<file path="src/rtl/innerproduct_pkg.sv">
// innerproduct_pkg
//   Shared declarations for the streaming inner-product block:
//   FSM state encoding, sticky error bit positions and the
//   beats-per-vector helper.
package innerproduct_pkg;

   typedef enum logic [1:0] {
      IDLE,
      ACCUM,
      OUTPUT
   } state_t;

   localparam int unsigned ERR_LAST  = 0;
   localparam int unsigned ERR_THETA = 1;

   // Number of input beats needed to carry n_feat features, lanes per beat.
   function automatic int unsigned nbeats(input int unsigned n_feat,
                                          input int unsigned lanes);
      return (n_feat + lanes - 1) / lanes;
   endfunction

endpackage

</file>
<file path="src/rtl/innerproduct_stream_if.sv">
// innerproduct_stream_if
//   Bundles the THETA write port, the feature input stream, the result
//   output stream and the error flags of innerproduct_stream.
//   master: feature source / THETA loader / result consumer side.
//   slave : the inner-product block itself.
//   Signals:
//     theta_we/theta_addr/theta_wdata  THETA register-file write
//     x_valid/x_ready/x_data/x_last    feature beats, LANES per beat
//     h_valid/h_ready/h_data           inner-product result
//     err/err_clr                      sticky errors and their clear
interface innerproduct_stream_if #(
   parameter int unsigned N_FEAT = 41,
   parameter int unsigned DW     = 32,
   parameter int unsigned LANES  = 1,
   parameter int unsigned ACC_W  = 32,
   parameter int unsigned AW     = $clog2(N_FEAT)
);
   logic                  theta_we;
   logic [AW-1:0]         theta_addr;
   logic [DW-1:0]         theta_wdata;
   logic                  x_valid;
   logic                  x_ready;
   logic [LANES*DW-1:0]   x_data;
   logic                  x_last;
   logic                  h_valid;
   logic                  h_ready;
   logic [ACC_W-1:0]      h_data;
   logic [1:0]            err;
   logic                  err_clr;

   modport master (
      output theta_we, theta_addr, theta_wdata,
      output x_valid, x_data, x_last,
      input  x_ready,
      input  h_valid, h_data,
      output h_ready,
      input  err,
      output err_clr
   );

   modport slave (
      input  theta_we, theta_addr, theta_wdata,
      input  x_valid, x_data, x_last,
      output x_ready,
      output h_valid, h_data,
      input  h_ready,
      output err,
      input  err_clr
   );
endinterface

</file>
<file path="src/rtl/innerproduct_lane_sum.sv">
// innerproduct_lane_sum
//   Combinational sum of x[k]*THETA[k] over the LANES lanes of one beat.
//   Lanes whose feature index is 0 (bias slot) or beyond N_FEAT-1
//   (padding in the final beat) contribute nothing.
//   Ports:
//     x_data      in  LANES*DW  feature beat, lane k at [k*DW +: DW]
//     theta_slice in  LANES*DW  THETA words aligned with the lanes
//     beat        in  CW        beat index within the vector
//     beat_sum    out ACC_W     sum of lane products, modulo 2^ACC_W
module innerproduct_lane_sum #(
   parameter int unsigned N_FEAT = 41,
   parameter int unsigned DW     = 32,
   parameter int unsigned LANES  = 1,
   parameter int unsigned ACC_W  = 32,
   parameter int unsigned CW     = 6
) (
   input  logic [LANES*DW-1:0] x_data,
   input  logic [LANES*DW-1:0] theta_slice,
   input  logic [CW-1:0]       beat,
   output logic [ACC_W-1:0]    beat_sum
);

   always_comb begin
      beat_sum = '0;
      for (int unsigned k = 0; k < LANES; k++) begin
         int unsigned     idx;
         logic [2*DW-1:0] xe;
         logic [2*DW-1:0] te;
         logic [2*DW-1:0] prod;
         idx  = 32'(beat) * LANES + k;
         xe   = {{DW{1'b0}}, x_data[k*DW +: DW]};
         te   = {{DW{1'b0}}, theta_slice[k*DW +: DW]};
         prod = xe * te;
         if (idx != 0 && idx < N_FEAT) begin
            beat_sum = beat_sum + ACC_W'(prod);
         end
      end
   end

endmodule

</file>
<file path="src/rtl/innerproduct_stream.sv">
// innerproduct_stream
//   Sequential inner product h = THETA[0] + sum_{i=1..N_FEAT-1} x[i]*THETA[i]
//   over a valid/ready feature stream carrying LANES features per beat.
//   THETA lives in an internal register file written through theta_we.
//   Ports:
//     clk    in   rising-edge clock
//     rst_n  in   asynchronous active-low reset
//     bus    slave modport of innerproduct_stream_if (THETA write,
//            feature stream, result stream, sticky errors)
module innerproduct_stream
   import innerproduct_pkg::*;
#(
   parameter int unsigned N_FEAT = 41,
   parameter int unsigned DW     = 32,
   parameter int unsigned LANES  = 1,
   parameter int unsigned ACC_W  = 32,
   parameter int unsigned AW     = $clog2(N_FEAT)
) (
   input  logic                 clk,
   input  logic                 rst_n,
   innerproduct_stream_if.slave bus
);

   localparam int unsigned NBEATS = nbeats(N_FEAT, LANES);
   localparam int unsigned CW     = $clog2(NBEATS + 1);

   state_t               state;
   logic [CW-1:0]        cnt;
   logic [ACC_W-1:0]     acc;
   logic                 h_valid;
   logic [ACC_W-1:0]     h_data;
   logic [1:0]           err;
   logic [DW-1:0]        theta [N_FEAT];

   logic                 accept;
   logic                 last_beat;
   logic                 theta_write;
   logic [1:0]           err_set;
   logic [LANES*DW-1:0]  theta_slice;
   logic [ACC_W-1:0]     beat_sum;
   logic [ACC_W-1:0]     next_acc;

   // Held low during reset so the source cannot push into a block that is
   // being cleared; the state register alone would already read IDLE.
   assign bus.x_ready = rst_n && (state != OUTPUT);
   assign bus.h_valid = h_valid;
   assign bus.h_data  = h_data;
   assign bus.err     = err;

   // Select the THETA words for the current beat's lanes.
   always_comb begin
      theta_slice = '0;
      for (int unsigned k = 0; k < LANES; k++) begin
         int unsigned idx;
         idx = 32'(cnt) * LANES + k;
         for (int unsigned j = 0; j < N_FEAT; j++) begin
            if (j == idx) begin
               theta_slice[k*DW +: DW] = theta[j];
            end
         end
      end
   end

   innerproduct_lane_sum #(
      .N_FEAT (N_FEAT),
      .DW     (DW),
      .LANES  (LANES),
      .ACC_W  (ACC_W),
      .CW     (CW)
   ) u_lane_sum (
      .x_data      (bus.x_data),
      .theta_slice (theta_slice),
      .beat        (cnt),
      .beat_sum    (beat_sum)
   );

   always_comb begin
      accept      = bus.x_valid && (state != OUTPUT);
      last_beat   = (cnt == CW'(NBEATS - 1));
      // The first beat of a vector seeds the accumulator with the bias.
      next_acc    = ((state == IDLE) ? ACC_W'(theta[0]) : acc) + beat_sum;
      theta_write = bus.theta_we && (state == IDLE) && !accept;
      err_set     = '0;
      if (accept && (bus.x_last != last_beat)) begin
         err_set[ERR_LAST] = 1'b1;
      end
      if (bus.theta_we && !theta_write) begin
         err_set[ERR_THETA] = 1'b1;
      end
   end

   always_ff @(posedge clk or negedge rst_n) begin
      if (!rst_n) begin
         state   <= IDLE;
         cnt     <= '0;
         acc     <= '0;
         h_valid <= 1'b0;
         h_data  <= '0;
         err     <= '0;
         for (int unsigned j = 0; j < N_FEAT; j++) begin
            theta[j] <= '0;
         end
      end else begin
         // A new error in the same cycle as err_clr survives the clear.
         err <= (bus.err_clr ? 2'b00 : err) | err_set;

         if (theta_write) begin
            for (int unsigned j = 0; j < N_FEAT; j++) begin
               if (bus.theta_addr == AW'(j)) begin
                  theta[j] <= bus.theta_wdata;
               end
            end
         end

         case (state)
            IDLE, ACCUM: begin
               if (accept) begin
                  acc <= next_acc;
                  cnt <= cnt + CW'(1);
                  if (last_beat) begin
                     h_data  <= next_acc;
                     h_valid <= 1'b1;
                     state   <= OUTPUT;
                  end else begin
                     state   <= ACCUM;
                  end
               end
            end
            OUTPUT: begin
               if (bus.h_ready) begin
                  h_valid <= 1'b0;
                  cnt     <= '0;
                  state   <= IDLE;
               end
            end
            default: state <= IDLE;
         endcase
      end
   end

endmodule

</file>
<file path="src/flat_wrapper.sv">
// flat-port wrapper written by rule: the top's interface ports become plain ports
module innerproduct_stream_flat import innerproduct_pkg::*;
#(
   parameter int unsigned N_FEAT = 41,
   parameter int unsigned DW     = 32,
   parameter int unsigned LANES  = 1,
   parameter int unsigned ACC_W  = 32,
   parameter int unsigned AW     = $clog2(N_FEAT)
)
  (clk, rst_n, bus_theta_we, bus_theta_addr, bus_theta_wdata, bus_x_valid, bus_x_data, bus_x_last, bus_x_ready, bus_h_valid, bus_h_data, bus_h_ready, bus_err, bus_err_clr);
  innerproduct_stream_if #(.N_FEAT(N_FEAT), .DW(DW), .LANES(LANES), .ACC_W(ACC_W), .AW(AW)) bus_i ();
  input  logic clk;
  input  logic rst_n;
  input wire logic [$bits(bus_i.theta_we)-1:0] bus_theta_we;
  input wire logic [$bits(bus_i.theta_addr)-1:0] bus_theta_addr;
  input wire logic [$bits(bus_i.theta_wdata)-1:0] bus_theta_wdata;
  input wire logic [$bits(bus_i.x_valid)-1:0] bus_x_valid;
  input wire logic [$bits(bus_i.x_data)-1:0] bus_x_data;
  input wire logic [$bits(bus_i.x_last)-1:0] bus_x_last;
  output wire logic [$bits(bus_i.x_ready)-1:0] bus_x_ready;
  output wire logic [$bits(bus_i.h_valid)-1:0] bus_h_valid;
  output wire logic [$bits(bus_i.h_data)-1:0] bus_h_data;
  input wire logic [$bits(bus_i.h_ready)-1:0] bus_h_ready;
  output wire logic [$bits(bus_i.err)-1:0] bus_err;
  input wire logic [$bits(bus_i.err_clr)-1:0] bus_err_clr;
  assign bus_i.theta_we = bus_theta_we;
  assign bus_i.theta_addr = bus_theta_addr;
  assign bus_i.theta_wdata = bus_theta_wdata;
  assign bus_i.x_valid = bus_x_valid;
  assign bus_i.x_data = bus_x_data;
  assign bus_i.x_last = bus_x_last;
  assign bus_x_ready = bus_i.x_ready;
  assign bus_h_valid = bus_i.h_valid;
  assign bus_h_data = bus_i.h_data;
  assign bus_i.h_ready = bus_h_ready;
  assign bus_err = bus_i.err;
  assign bus_i.err_clr = bus_err_clr;
  innerproduct_stream #(.N_FEAT(N_FEAT), .DW(DW), .LANES(LANES), .ACC_W(ACC_W), .AW(AW)) u_core (.clk(clk), .rst_n(rst_n), .bus(bus_i));
endmodule
</file>
<file path="config.mk">
export PLATFORM = sky130hd
export DESIGN_NAME = innerproduct_stream_flat
export DESIGN_NICKNAME = d
export VERILOG_FILES = /design/src/rtl/innerproduct_pkg.sv /design/src/rtl/innerproduct_stream_if.sv /design/src/rtl/innerproduct_lane_sum.sv /design/src/rtl/innerproduct_stream.sv /design/src/flat_wrapper.sv
export SDC_FILE = /design/constraint.sdc
export NUM_CORES = 2
export LEC_CHECK = 0
export CORE_ASPECT_RATIO = 0.8
export CORE_MARGIN = 4
export CORE_UTILIZATION = 50
export DETAILED_ROUTE_END_ITERATION = 6
export DONT_BUFFER_PORTS = 1
export GPL_ROUTABILITY_DRIVEN = 0
export PLACE_DENSITY = 0.67
export SLEW_MARGIN = 20
export SYNTH_ARGS = -nofsm -noshare
export SYNTH_HDL_FRONTEND = slang
export SYNTH_SLANG_ARGS = --single-unit
</file>
<file path="constraint.sdc">
create_clock -name clk -period 15 [get_ports clk]
set_input_delay 2.25 -clock clk [delete_from_list [all_inputs] [get_ports clk]]
set_output_delay 2.25 -clock clk [all_outputs]
set_load 0.05 [all_outputs]
</file>
==> results.txt <==
----------------------------------------------------
[GRT]
  Total overflow reported by the global router ... 0
  Via count of the first global-routing pass ... 62700
  First-pass GRT wire length ... 442 mm
  Number of antenna violations at the first check in global routing ... 24
  Global-route usage over all layers ... 35.3%
  Maximum number of pins on one net before global-route repair ... between 200 and 250

[Place]
  I/O Buffers ... 0
  HPWL after detailed placement ... 208 mm

[Yosys]
  Post-synthesis xor/xnor area fraction ... 1.28%
  Number of enable-type register cells in the synthesized netlist ... 0
  Main combinational cell family by area after synthesis ... multiplexers
  Post-synthesis instance area ... between 80000 and 90000 um2
  Net count of the mapped netlist ... 7963
  Post-synthesis sequential element count ... between 1000 and 1500
  Avg Inst Size Synth ... around 11 um2
  Synthesized netlist cell count ... 7318
  Cell variety after synth ... around 110
  Async set or reset register ratio after synthesis ... between 90% and 100%
  Number of warnings reported in the yosys synthesis log ... 0
  Compound-gate portion of the synthesized area ... a little over a tenth
  Predominant post-synthesis flop cell ... dfrtp_1
  Seq/Total Area, Yosys ... around 42%
  Mux share of post-synthesis cell area ... 18.5%
  Synthesized-area fraction occupied by and/or/nand/nor cells ... 9.53%
  Post-synthesis adder-cell area fraction ... about an eighth

[Worst setup path]
  Nature of the critical path endpoint ... flip-flop
  Critical setup path kind ... reg2reg
  Most frequent CP cell ... inv_1
  Kind of cell adding the most delay to the critical path ... compound AO/OA/AOI/OAI gates
  Largest driver fanout on the critical path ... 29
  Critical path startpoint category ... flip-flop
  Arrival time of the worst setup path ... 14.87 ns
  Worst Path Required ... 15.69 ns
  Worst path slowest cell ... fa_1
  Number of buffers and inverters on the critical path ... 11
  CP peak stage delay ... 0.55 ns

[STA]
  Number of max-slew violations in the final report ... 0
  Final setup skew ... roughly 0.046 ns
  Post-Route Hold Slack ... 0.472 ns
  Setup TNS Final ... 0 ns
  Final worst path period share ... 94.6%
  Hold Violations, Final ... 0
  Unrepaired setup endpoints after global routing ... false
  Final Critical Period ... 14.19 ns
  Total of endpoints with negative setup slack in the final report ... 0
  Max_slew headroom ... around 1.9%
  Highest clock rate ... 70.5 MHz
  Worst Tran Pin Value ... roughly 1.5 ns

[Drt]
  Detail-routed net length per standard cell ... 32.4 um
  Drt pass-1 iters ... 7
  WL final ... 304 mm
  DR DRC count ... 0
  Drt first-iter violations ... approximately 9600
  Via count normalized by instance count ... approximately 6.7
  Remaining antenna violation count after routing ... 0
  Total via count in the routed design ... 63000

[Layout]
  Most common cell after layout, fill and taps aside ... dfrtp_1
  Final Core Density ... between 50% and 60%
  NumNets Final ... 7779
  Layout-stage area growth over the synthesis result ... 8.80%
  Top library cells by usage in the layout, fill and taps aside ... 1385 x dfrtp_1, 1341 x mux2_2, 569 x nand2_1
  Share of cells above drive strength 1 ... 26.5%

[Die]
  Initial core utilization ... about half
  Die height ... between 300 and 400 um
  Die Width ... 461 um
  Placeable Area ... 162000 um2
  Die outline area ... 170000 um2
  Site row count ... about 130
  IO Count ... between 100 and 150

[Clock tree]
  Number of CTS-inserted buffers ... 140
  Root Buffer ... clkbuf_16
  Sink count of the clock tree ... 1387
  Clock latency on the worst-skew pair ... between 0.8 and 0.9 ns
  CTS tree ... done
  CTS max path bufs ... 3
  CTS H-tree depth ... 4
  Cts hold-fix bufs ... 0
  Clock transition at the registers of the reported paths ... ~0.070 ns

[Outcome]
  Run status ... completed

[Min path]
  Path type of the worst min-delay path ... reg2reg

[Flow run]
  Max-cap violation count ... 0

----------------------------------------------------
==> through the flow <==
step                      setup slack (ns)  cell area (um2)  instances
final                                0.815            89200       9399
after global routing                0.0129            89100       9389
after CTS                            0.916            89000       9376
after detailed placement             0.946            84400       9131
after global placement                1.02            84400       9129
after floorplan                       3.01            81900       7318
==> what timing repair did <==
action | in CTS | in global routing
buffers inserted | 0 | 1
setup endpoints to repair | 0 | 2
gates resized for setup | 0 | 4
==> logic make-up after synthesis <==
kind of cell               after synthesis
DFF                                   1387
AOI/OAI and AO/OA                     1254
xor gates and xnor gates               104
adders and majority gates              568
and+or+nand+nor                       1581
buffers and inverters                 1080
muxes                                 1344
==> cells in the mapped netlist (18+ instances only) <==
master / count / area [um2]
a211oi_1: 43 / 323
nor4_1: 24 / 150
nand2b_1: 70 / 438
or3_1: 26 / 163
inv_1: 514 / 1930
nor3_1: 89 / 445
o221ai_1: 61 / 534
o211ai_1: 41 / 308
a22oi_1: 51 / 383
buf_1: 114 / 428
clkbuf_1: 345 / 1290
a221oi_1: 139 / 1220
fa_1: 409 / 8190
a31oi_1: 34 / 213
and3_1: 39 / 244
ha_1: 159 / 1990
and2_1: 172 / 1080
nor2_1: 300 / 1130
buf_2: 71 / 355
mux2_2: 1341 / 15100
nor2b_1: 77 / 482
dfrtp_1: 1387 / 34700
o31ai_1: 21 / 158
nand3_1: 86 / 430
a21oi_1: 223 / 1120
a221o_1: 58 / 581
nand4_1: 22 / 138
xnor2_1: 66 / 578
nand2_1: 572 / 2150
o22ai_1: 107 / 669
o21ai_0: 250 / 1250
a21o_1: 18 / 135
o21a_1: 27 / 203
xor2_1: 28 / 245
==> worst register-to-register path: cells and delay by family (launching register included) <==
family                     cells  cell delay (ns)
AOI/OAI and AO/OA             18             5.37
xor gates and xnor gates       2             0.35
adders and majority gates     11             4.52
buffers and inverters         11             1.46
DFF                            1             0.44
muxes                          1             0.27
and+or+nand+nor                9             1.68
==> layer usage <==
metal / share of wire [%] / vias to the layer above / GRT usage [%]
met5: 0.11 / - / 1.14
met4: 5.0 / 12 / 15.6
met3: 15 / 812 / 14.4
met2: 41 / 4406 / 48.2
met1: 40 / 32600 / 49.1
li1: - / 25200 / -
==> flip-flops by register name, indices dropped and copies added, names as in the netlist <==
register            count
u_core.cnt              6
u_core.acc             32
u_core.state            2
u_core.bus.h_valid      1
u_core.bus.h_data      32
u_core.theta         1312
u_core.bus.err          2
==> final cells by class <==
type	instances	area, um2
antenna	18	45.0
clock buffer	198	3970
clock inverter	47	592
fill	13800	73200
inverter	518	1950
multi-input combinational	4851	43200
sequential	1387	34700
tap	2144	2680
timing repair buffer	236	2040
==> path summary, 6_finish.rpt <==
| check | startpoint | endpoint | slack, ns | cells after the start |
|---|---|---|---|---|
| setup reg to reg | u_core.cnt[0]$_DFFE_PN0P_ | u_core.acc[31]$_DFFE_PN0P_ | 0.81 | 52 |
| min in group asynchronous | rst_n | u_core.bus.h_data[25]$_DFFE_PN0P_ | 1.14 | 0 |
| max in group asynchronous | rst_n | u_core.theta[162]$_DFFE_PN0P_ | 10.46 | 5 |
| setup / recovery | u_core.cnt[0]$_DFFE_PN0P_ | u_core.acc[31]$_DFFE_PN0P_ | 0.81 | 52 |
| hold reg to reg | u_core.acc[29]$_DFFE_PN0P_ | u_core.acc[29]$_DFFE_PN0P_ | 0.47 | 2 |
| hold / removal | u_core.acc[29]$_DFFE_PN0P_ | u_core.acc[29]$_DFFE_PN0P_ | 0.47 | 2 |
Power is not shown: default switching activity piles up to over one toggle a cycle in this logic, so the estimate is an artifact.
